--- src/rtl/pipe_skid_reg.sv ---
// Two-entry skid register: main register drives the output, skid catches the
// beat accepted while downstream stalls, so in_ready is purely registered.
module pipe_skid_reg #(
   parameter int WIDTH = 32
) (
   input  logic             clk,
   input  logic             rst,
   input  logic             flush,
   input  logic             in_valid,
   input  logic [WIDTH-1:0] in_data,
   output logic             in_ready,
   output logic             out_valid,
   output logic [WIDTH-1:0] out_data,
   input  logic             out_ready
);

   typedef enum logic [1:0] {
      EMPTY = 2'd0,
      ONE   = 2'd1,
      FULL  = 2'd2
   } state_t;

   state_t           state_q = EMPTY;
   logic [WIDTH-1:0] main_q  = '0;
   logic [WIDTH-1:0] skid_q  = '0;
   logic             vld_q   = 1'b0;
   logic             full_q  = 1'b0;

   logic in_xfer;
   logic out_xfer;

   assign in_xfer   = in_valid && !full_q;
   assign out_xfer  = vld_q && out_ready;

   assign in_ready  = !full_q;
   assign out_valid = vld_q;
   assign out_data  = main_q;

   // vld_q/full_q mirror the state so the handshake outputs come straight off flops
   always_ff @(posedge clk) begin
      if (rst) begin
         state_q <= EMPTY;
         main_q  <= '0;
         skid_q  <= '0;
         vld_q   <= 1'b0;
         full_q  <= 1'b0;
      end else if (flush) begin
         state_q <= EMPTY;
         vld_q   <= 1'b0;
         full_q  <= 1'b0;
      end else begin
         case (state_q)
            EMPTY: begin
               if (in_xfer) begin
                  main_q  <= in_data;
                  state_q <= ONE;
                  vld_q   <= 1'b1;
               end
            end
            ONE: begin
               if (in_xfer && !out_xfer) begin
                  skid_q  <= in_data;
                  state_q <= FULL;
                  full_q  <= 1'b1;
               end else if (!in_xfer && out_xfer) begin
                  state_q <= EMPTY;
                  vld_q   <= 1'b0;
               end else if (in_xfer && out_xfer) begin
                  main_q  <= in_data;
               end
            end
            FULL: begin
               if (out_xfer) begin
                  main_q  <= skid_q;
                  state_q <= ONE;
                  full_q  <= 1'b0;
               end
            end
            default: begin
               state_q <= EMPTY;
               vld_q   <= 1'b0;
               full_q  <= 1'b0;
            end
         endcase
      end
   end

endmodule

--- config.mk ---
export PLATFORM = sky130hd
export DESIGN_NAME = pipe_skid_reg
export DESIGN_NICKNAME = d
export VERILOG_FILES = /design/src/rtl/pipe_skid_reg.sv
export SDC_FILE = /design/constraint.sdc
export NUM_CORES = 1
export LEC_CHECK = 0
export ABC_CLOCK_PERIOD_IN_PS = 2800
export CAP_MARGIN = 20
export CORE_UTILIZATION = 30
export CTS_CLUSTER_SIZE = 20
export DETAILED_ROUTE_END_ITERATION = 10
export HOLD_SLACK_MARGIN = 0.03
export MAX_ROUTING_LAYER = met4
export SLEW_MARGIN = 20
export SYNTH_ARGS = -nofsm -noshare
export SYNTH_HDL_FRONTEND = slang
export SYNTH_SLANG_ARGS = --single-unit
--- constraint.sdc ---
create_clock -name clk -period 2.8 [get_ports clk]
set_input_delay 0.28 -clock clk [delete_from_list [all_inputs] [get_ports clk]]
set_output_delay 0.28 -clock clk [all_outputs]
set_load 0.03 [all_outputs]
* Word level (Yosys, flattened, before mapping)
Index checks and enable logic that the tools add are counted.
** Storage, ports and cells
- Logic and storage cells :: 52
- Flip-flop bits (word level) :: 68
- Bits of input ports :: 37
** Operators by class
- Bitwise operators :: 3
- Reductions and logical operators :: 16
- Equal/unequal tests :: 10
- Muxes and demuxes :: 18
** Operators by type and width (number)
- 2-to-1 mux 32 bit :: 5
- one-hot mux 32 bit (3 select lines) :: 1
- inequality test 2 bit (second input constant) :: 7
- AND reduction 3 bit :: 3
- 2-to-1 mux 2 bit :: 4
- AND reduction 7 bit :: 1
- one-hot mux 1 bit (3 select lines) :: 2
- one-hot mux 2 bit (3 select lines) :: 1
- logical AND 1 bit :: 5
- 2-to-1 mux 1 bit :: 5
- AND reduction 4 bit :: 1
- logical NOT 1 bit :: 3
- inequality test 3 bit (second input constant) :: 1
- inverter 1 bit :: 3
- nonzero test 3 bit :: 1
- == test 2 x 1 -> 1 bit (second input constant) :: 1
- == test 2 bit (second input constant) :: 1
- logical NOT 2 bit :: 1
- OR reduction 2 bit :: 1

* Depth between registers and ports, before layout
- Word-level depth :: 7
- Mapped depth :: 10
- Mapped depth without buffers :: 8

* Worst setup path after synthesis
OpenSTA, ideal clock, no wires.
- Path kind :: register -> register
- Start :: register vld_q (netlist: out_valid)
- End :: register main_q[0] (netlist: out_data[0])
- Buffers on the path :: 2
- Data arrival time :: 2.243 ns
- Setup slack :: 0.411 ns
- Required time :: 2.654 ns
- Cell stages (with the launch flop) :: 10
- Cells stage by stage :: dfxtp_1 -> nand2_1 -> inv_1 -> ha_1 -> or3b_4 -> a221oi_4 -> and2_4 -> buf_12 -> buf_12 -> a211oi_2
** Between the ends
- Longest elaborated chain between the ends :: 5
** Ends and longest elaborated chain
- from (decl) :: RTL line 26 : logic vld_q = 1'b0;
- from (signal assigned) :: RTL line 45 : vld_q <= 1'b0;
- from (signal assigned) :: RTL line 49 : vld_q <= 1'b0;
- from (signal assigned) :: RTL line 57 : vld_q <= 1'b1;
- logical AND 1 bit (*) :: RTL line 33 : assign out_xfer = vld_q && out_ready;
- logical NOT 1 bit :: RTL line 61 : if (in_xfer && !out_xfer) begin
- logical AND 1 bit :: RTL line 61
- inequality test 2 bit (no source line)
- AND reduction 7 bit (no source line) (*)
- to (signal assigned) :: RTL line 55 : main_q <= in_data;
- to (signal assigned) :: RTL line 69 : main_q <= in_data;
- to (signal assigned) :: RTL line 74 : main_q <= skid_q;
- to (decl) :: RTL line 24 : logic [WIDTH-1:0] main_q = '0;
Mark *: on every way between the ends. The rest lies on a longest branch, timed or not.
A chain may end at the register's enable or synchronous reset.

* Worst setup path in the final report
- Start :: input port out_ready
- End :: register main_q[16] (netlist: out_data[16])
** Between the ends
- Longest elaborated chain between the ends :: 5
** Ends and longest elaborated chain
- from (decl) :: RTL line 14 : input logic out_ready
- logical AND 1 bit (*) :: RTL line 33
- logical NOT 1 bit :: RTL line 61
- logical AND 1 bit :: RTL line 61
- inequality test 2 bit (no source line)
- AND reduction 7 bit (no source line) (*)
Marked as above.

==> results.md <==
- Status: completed
- Synth async-reset ratio: 0
- PwrDens: approximately 540 mW/mm^2
- CP max stage cell: clkdlybuf4s50_1
- Number of flops mapped to enable cells by yosys: 0
- Drt pass-1 iters: 4
- YS warnings: 0
- Worst-Skew Late Latency: approximately 0.33 ns
- Final setup margin: a little over 0.5 ns
- Worst-path clk slew: ~0.070 ns
- R2R depth: 8
- Clock skew: 0.00878 ns
- Worst-path cell chain: clkdlybuf4s50_1 > nand2_1 > inv_1 > ha_1 > or3b_4 > a221oi_4 > buf_4 > a21oi_1 > a211oi_1
- Met2 usage: 0.242
- FILL cells: approximately 970
- Dpl cells: ~500
- CP max stage delay: about 0.46 ns
- WP data arrival: around 2.5 ns
- CTS H-tree lvls: 3
- GRT overflow: 0
- Top FF cell, synth: dfxtp_1
- Final non-filler cell area: 0.00394 sq mm
- Io pins: 71
- Syn Area/Cell: roughly 9.3 sq um
- Initial DRC Count: 93
- Final antenna-violating net count: 0
- Highest net fanout along the worst path: 32
- #FFs+latches synth: just under 70
- P_leak: roughly 1.5 nW
- Finished Core Util: 0.403
- MaxCap Viol Count: 0
- Final GP Congestion: roughly 0.73
- First-pass GRT wire length: 11800 um
- Most frequent cells in the layout: 69 x clkdlybuf4s50_1, 68 x dfxtp_1, 67 x nand2_1, 67 x a21oi_1, 32 x mux2i_1
- Met1 Usage GRT: 0.189
- Largest net degree at the start of global routing: 34
- Height of the die: approximately 100 um
- Crit Path Category: in -> reg
- Met3 usage: 0.0285
- Hold_ws: ~0.45 ns
- Via count: 2465
- Sequential area share after synthesis: 0.448
- WL/cell: roughly 14 um
- Slew Limit Fails: 0
- Sum Neg Setup Slack: 0 ns
- Fin nets: between 400 and 500
- Setup bufs post-CTS: 0
- N_diodes: 0
- Vias per cell: ~4.7
- GRT busiest layer: met2
- Hold Crit Depth: 2
- Placed cell area: 0.00377 sq mm
- Reg2Reg Setup Slack: between 0.5 and 0.6 ns
- F_max: around 440 MHz
- Vias in the first global route: roughly 2400
- Final Power: ~2.1 mW
- Dpl ws: approximately 0.18 ns
- Share of cells above drive strength 1: 0.136
- Commonest non-fill, non-tap cell in the layout: clkdlybuf4s50_1
- Slew @ Worst Pin: ~0.76 ns
- Row cnt: 36
- Crit end category: flop
- Die area: about 0.011 sq mm
- Element type at the critical path start: input port
- DR DRC count: 0
- Max_slew headroom: 0.491
- Post-DP HPWL: 4840 um
- Area grow syn2layout: 29.8%
- Port Buffers: 70
- TritonCTS buffer count: 9
- Clk root buf: clkbuf_8
- CTS resizes: 0
- CP required: between 3 and 4 ns
- Worst Hold Class: reg -> reg
- Starting Density: 0.311
- Endpoints failing setup: 0
- Post-Syn Instances: ~330
- Die outline width: between 100 and 150 um
- Final Hold Viols: 0
- Synthesized area: a little over 0.003 sq mm
- Period utilisation layout: 0.817
- Non-Filler Instances: between 500 and 600
- Peak VDD IR: 0.187 mV
- CTS Hold Bufs: 0
- Core area: about 0.01 sq mm
- Fin crit period: 2.29 ns
- Max clock buf depth: 2
- RSZ-0062 raised after global routing: false
- Initial antenna violation count: 0
- CTS tree: built
- Total track usage: 0.153
- Synthesized net count: 365
- Post-synthesis cell type count: 28
- # clock sinks: 68
- Routed wire length: ~7400 um
[critical path, delay by kind of cell]
family | cells | cell delay (ns)
buf+inv | 3 | 0.95
compound gates | 3 | 0.66
simple gates | 2 | 0.47
fa+ha+maj | 1 | 0.17
[registers in the layout, summed over array words and instances (netlist names)]
register   count
full_q         1
out_data      32
out_valid      1
skid_q        32
state_q        2
[synthesized netlist by cell type (2+ instances only)]
cell type  instances  area [sq um]
a211oi_1          12          90.1
a211oi_2          20           250
a21oi_1           67           335
buf_12             3          60.1
buf_2              4          20.0
buf_6              4          45.0
clkbuf_1          18          67.6
dfxtp_1           68          1360
ha_1               3          37.5
inv_1              5          18.8
mux2i_1           32           320
nand2_1           67           251
nor3_1             6          30.0
o21ai_0            2          10.0
[kinds of logic (layout without fill, tap and decap cells)]
family | Yosys count | count (layout) | synth area share
multiplexers | 32 | 32 | 0.105
buffers and inverters | 36 | 101 | 0.0791
flip-flops | 68 | 68 | 0.448
AO/OA/AOI/OAI | 105 | 105 | 0.243
adder cells (fa/ha/maj) | 3 | 3 | 0.0124
AND/OR/NAND/NOR | 81 | 81 | 0.112
[worst paths after layout]
check | start | endpoint
max reg2reg | out_valid | out_data[16]
max | out_ready | out_data[16]
min reg2reg | skid_q[21] | skid_q[21]
min | skid_q[21] | skid_q[21]
[final cells by class]
cell class	count	area, sq um	area share
multi-input combinational	221	1440	0.366
sequential	68	1360	0.345
timing repair buffer	80	783	0.199
tap	133	166	0.0422
clock buffer	10	128	0.0324
clock inverter	6	41.3	0.0105
inverter	5	18.8	0.00476
[power breakdown]
part	total [mW]	internal (mW)	switching, mW	leakage, nW
clock network	0.688	0.319	0.369	0.0783
registers	1.04	1.01	0.0299	0.554
logic	0.399	0.176	0.223	0.902
total	2.13	1.51	0.622	1.53
[per-layer routing]
| layer | vias to the layer above | part of all wire |
|---|---|---|
| met5 | - | 0 |
| met1 | 1145 | 0.48 |
| met4 | 0 | 0.016 |
| met2 | 55 | 0.47 |
| li1 | 1256 | - |
| met3 | 9 | 0.041 |
Power figures use the tool's default switching activity.
